## src/rtl/mem_2r1w_pkg.sv

```systemverilog
// Shared core definitions: the default data width and the byte-address to
// word-index mapping used by the register file and the data memory.
package mem_2r1w_pkg;

    localparam int unsigned DATA_W = 32;
    localparam int unsigned ADDR_W = 32;

    // Word index of a byte address: drop the byte offset and keep idx_w bits.
    function automatic logic [ADDR_W-1:0] addr_to_index(
        input logic [ADDR_W-1:0] addr,
        input int unsigned       idx_w
    );
        return (addr >> 2) & ((ADDR_W'(1) << idx_w) - ADDR_W'(1));
    endfunction

endpackage

```

## src/rtl/mem_2r1w.sv

```systemverilog
// Two-read, one-write flop-array memory with combinational reads and an
// asynchronous active-low clear of every word.
module mem_2r1w
    import mem_2r1w_pkg::*;
#(
    parameter int unsigned DEPTH = 16,
    parameter int unsigned WIDTH = DATA_W
) (
    input  logic              clk,
    input  logic              rst,
    input  logic [ADDR_W-1:0] rd_addr0,
    input  logic [ADDR_W-1:0] rd_addr1,
    input  logic [ADDR_W-1:0] wr_addr0,
    input  logic [WIDTH-1:0]  wr_din0,
    input  logic              we0,
    output logic [WIDTH-1:0]  rd_dout0,
    output logic [WIDTH-1:0]  rd_dout1
);

    localparam int unsigned IDX_W = $clog2(DEPTH);

    logic [WIDTH-1:0] mem_q [DEPTH];
    logic [WIDTH-1:0] mem_d [DEPTH];

    logic [IDX_W-1:0] rd_idx0_c;
    logic [IDX_W-1:0] rd_idx1_c;
    logic [IDX_W-1:0] wr_idx0_c;

    assign rd_idx0_c = IDX_W'(addr_to_index(rd_addr0, IDX_W));
    assign rd_idx1_c = IDX_W'(addr_to_index(rd_addr1, IDX_W));
    assign wr_idx0_c = IDX_W'(addr_to_index(wr_addr0, IDX_W));

    // Next-state of the array: only the addressed word changes on a write.
    always_comb begin
        mem_d = mem_q;
        if (we0) begin
            mem_d[wr_idx0_c] = wr_din0;
        end
    end

    // Reset clears the whole array in parallel, independent of clk.
    always_ff @(posedge clk or negedge rst) begin
        if (!rst) begin
            for (int i = 0; i < int'(DEPTH); i++) begin
                mem_q[i] <= '0;
            end
        end else begin
            mem_q <= mem_d;
        end
    end

    // Independent DEPTH:1 read muxes; no write-to-read bypass.
    assign rd_dout0 = mem_q[rd_idx0_c];
    assign rd_dout1 = mem_q[rd_idx1_c];

endmodule

```

## config.mk

```make
export PLATFORM = sky130hd
export DESIGN_NAME = mem_2r1w
export DESIGN_NICKNAME = d
export VERILOG_FILES = /design/src/rtl/mem_2r1w_pkg.sv /design/src/rtl/mem_2r1w.sv
export SDC_FILE = /design/constraint.sdc
export NUM_CORES = 1
export LEC_CHECK = 0
export CORE_MARGIN = 3
export CORE_UTILIZATION = 66
export CTS_BUF_LIST = sky130_fd_sc_hd__clkbuf_2
export DETAILED_ROUTE_END_ITERATION = 8
export GPL_TIMING_DRIVEN = 0
export PLACE_DENSITY = 0.92
export SYNTH_ARGS = -nofsm -noshare
export SYNTH_HDL_FRONTEND = slang
export SYNTH_SLANG_ARGS = --single-unit
```

## constraint.sdc

```tcl
create_clock -name clk -period 7.3 [get_ports clk]
set_input_delay 2.19 -clock clk [delete_from_list [all_inputs] [get_ports clk]]
set_output_delay 2.19 -clock clk [all_outputs]
set_load 0.05 [all_outputs]
```

==> results by group <==
Run status
  • Outcome: finished clean

STA
  • Hold Fails Final Rpt: 0
  • Clock skew: 0 ps
  • Fin crit share: 99.54%
  • Final WS setup: approximately 34 ps
  • Relative slew slack: between 10% and 20%
  • Slew Limit Fails: 0
  • Final setup violation count: 0
  • Crit path time final: 7266 ps
  • Fmax: around 140 MHz
  • RSZ-0062 raised after global routing: false
  • Least-Margin Pin Slew: about 1300 ps

Global route
  • First-pass GRT wire length: 117,800 um
  • Initial antenna violation count: 4
  • Global Route Usage Sum: about two fifths
  • Total gr overflow: 0
  • Vias in the first global route: 19,710
  • Largest net degree at the start of global routing: 130

Power
  • VDD IR max: just over 0.2 mV
  • Leak: about 13 nW
  • Power per cell area: between 200 and 300 nW/um^2

CTS
  • CTS root buf: clkbuf_2
  • CTS buffer count: between 100 and 150
  • TritonCTS clock tree: yes
  • H-tree levels: 4
  • Latest clock arrival within the worst-skew pair: approximately 1200 ps
  • Clk sink count: between 500 and 600
  • Post-CTS Setup Bufs: 0
  • Reg clk slew, reported paths: approximately 90 ps
  • Clock Path Buffers: 3

Layout
  • Layout Nets: ~2,100
  • Fillers: 2,252
  • Commonest non-fill, non-tap cell in the layout: dfrtp_1
  • Final core occ: about three quarters
  • Commonest cells after routing, fill and taps aside: dfrtp_1, mux2_2, mux4_2
  • FF+latch area: roughly 13,000 um^2
  • Largest regs: mem_q (512)
  • Area grow syn2layout: 11.49%
  • Max reg flops: 512
  • Layout Cells excl Fill: 2,532
  • Reg with most FFs: mem_q
  • Multi-input logic area: 12,910 um^2
  • Fraction of layout cells with a size suffix above 1: between 50% and 60%

Worst hold path
  • Hold Path Class: register to register
  • Hold depth: 1

Synthesis
  • Synth Cell Area: about 26,000 um^2
  • Syn Area/Cell: about 16 um^2
  • Gate count of the mapped netlist: around 1,700
  • Syn_nets: roughly 1,800
  • Sequential fraction of the synthesis area: roughly half
  • Ys Warns: 0
  • Distinct cell type count after synthesis: 19
  • #FFs+latches synth: roughly 500

Worst setup path
  • R2R cell count: 1
  • Startpoint types: primary input
  • CP Data Arrival Time: 5080 ps
  • Crit Path Category: primary input to primary output
  • Worst path required time: around 5000 ps
  • Worst Path Max Fanout: 10
  • Crit end category: primary output

Detailed routing
  • DR WL/cell: between 30 and 40 um
  • Highest metal used: met5
  • DRT Wirelength: slightly below 80,000 um
  • WL met2: 35,290 um
  • Initial DRC Count: about 2,500
  • DRC Markers: 0
  • Vias: ~19,000
  • Met3 Wirelength: 10,460 um
  • Initial DRT Pass Iterations: 6
  • Final ANT Viol Nets: 0
  • M1 WL: around 27,000 um
  • Vias/cell: roughly 7.3

Job
  • Max Cap Viol: 0

Floorplan
  • I/O pin cnt: slightly below 200
  • Die Ht: just over 200 um
  • Core area: 39,100 um^2
  • Core Rows: between 70 and 80
  • Die ar.: 42,530 um^2
  • Chip width: ~210 um
  • Starting Density: 67.67%

Placed design
  • GPL Wtd Cong: 0.9568
  • Worst slack, placed: -102.2 ps
  • DPL Wire Length: 50,570 um
  • Cells after DPL: ~2,300
  • Port Buffers: 106
[worst paths after layout]
| check | from | endpoint | slack, ps |
|---|---|---|---|
| worst max-delay path | rd_addr0[4] | rd_dout0[19] | 30 |
| worst min-delay path | mem_q[70] | mem_q[70] | 520 |
| worst max register to register | mem_q[338] | mem_q[338] | 6450 |
| worst min register to register | mem_q[70] | mem_q[70] | 520 |
| max in group asynchronous | rst | mem_q[209] | 4660 |
| min in group asynchronous | rst | mem_q[100] | 1040 |
[cell families (layout without fill, tap and decap cells)]
logic type	after synthesis	after routing	synth area share [%]
other cells	0	3	0
mux	768	768	43.58
simple gates	97	97	1.594
compound gates	128	128	3.632
buf+inv	170	506	2.766
flops	512	512	48.43
[Yosys cell counts (all sizes together)]
cell    count  share of area (%)
a22oi     128                3.6
and2        2              0.047
buf        78                1.5
clkbuf     92                1.3
dfrtp     512                 48
mux2      512                 22
mux4      256                 22
nand2      66               0.94
nand2b      3              0.071
nand3       2              0.038
nand3b      2              0.057
nor2        8               0.11
nor2b       4              0.095
nor3        6               0.11
nor4        1              0.047
or3         2              0.047
or4         1              0.028
[layer usage]
| layer | track usage (%) | vias to the layer above |
|---|---|---|
| met2 | 54.75 | 1493 |
| met4 | 23.39 | 6 |
| met5 | 0.9524 | - |
| li1 | - | 7118 |
| met3 | 16.55 | 446 |
| met1 | 48.41 | 9501 |
[where the power goes]
part	total, W	internal [W]	leakage, nW	switching, W
logic	0.00243	0.00133	5.36	0.00110
clock network	0.00201	0.000800	0.909	0.00121
registers	0.00401	0.00350	6.28	0.000510
total	0.00844	0.00563	12.5	0.00282
[critical path, cell delays in order]
cell and delay, ps:
clkdlybuf4s50_1 470, nor2_1 450, clkbuf_1 690, a22oi_1 240, nand2_1 210, clkdlybuf4s50_1 830
[area by class of cell]
| type | count | share of cell area (%) |
|---|---|---|
| clock buffers | 190 | 3.224 |
| well taps | 518 | 2.197 |
| plain buffers | 170 | 2.617 |
| repair buffers | 110 | 3.987 |
| multi-input cells | 993 | 43.78 |
| clock inverters | 36 | 0.7380 |
| flip-flops and latches | 512 | 43.43 |
| diodes | 3 | 0.02545 |
[stage by stage]
stage / instance area, um^2 / hold WS (ps) / setup TNS [ps] / total power [W]
3_3_place_gp: 28170 / 486.4 / -8917590 / 0.006245
6_report: 29500 / 517.8 / 0 / 0.008442
2_1_floorplan: 26460 / 471.0 / 0 / 0.005648
4_1_cts: 29460 / 519.0 / 0 / 0.008391
5_1_grt: 29500 / 547.9 / 0 / 0.008797
3_5_place_dp: 28280 / 499.2 / -760.3 / 0.006427
[repair_timing]
action | 4_1_cts | 5_1_grt
pin swaps | 0 | 0
endpoints found under the setup margin | 28 | 53
resized for setup | 11 | 43
hold buffers | 0 | 0
No activity file was read; power rests on OpenSTA's default activity.
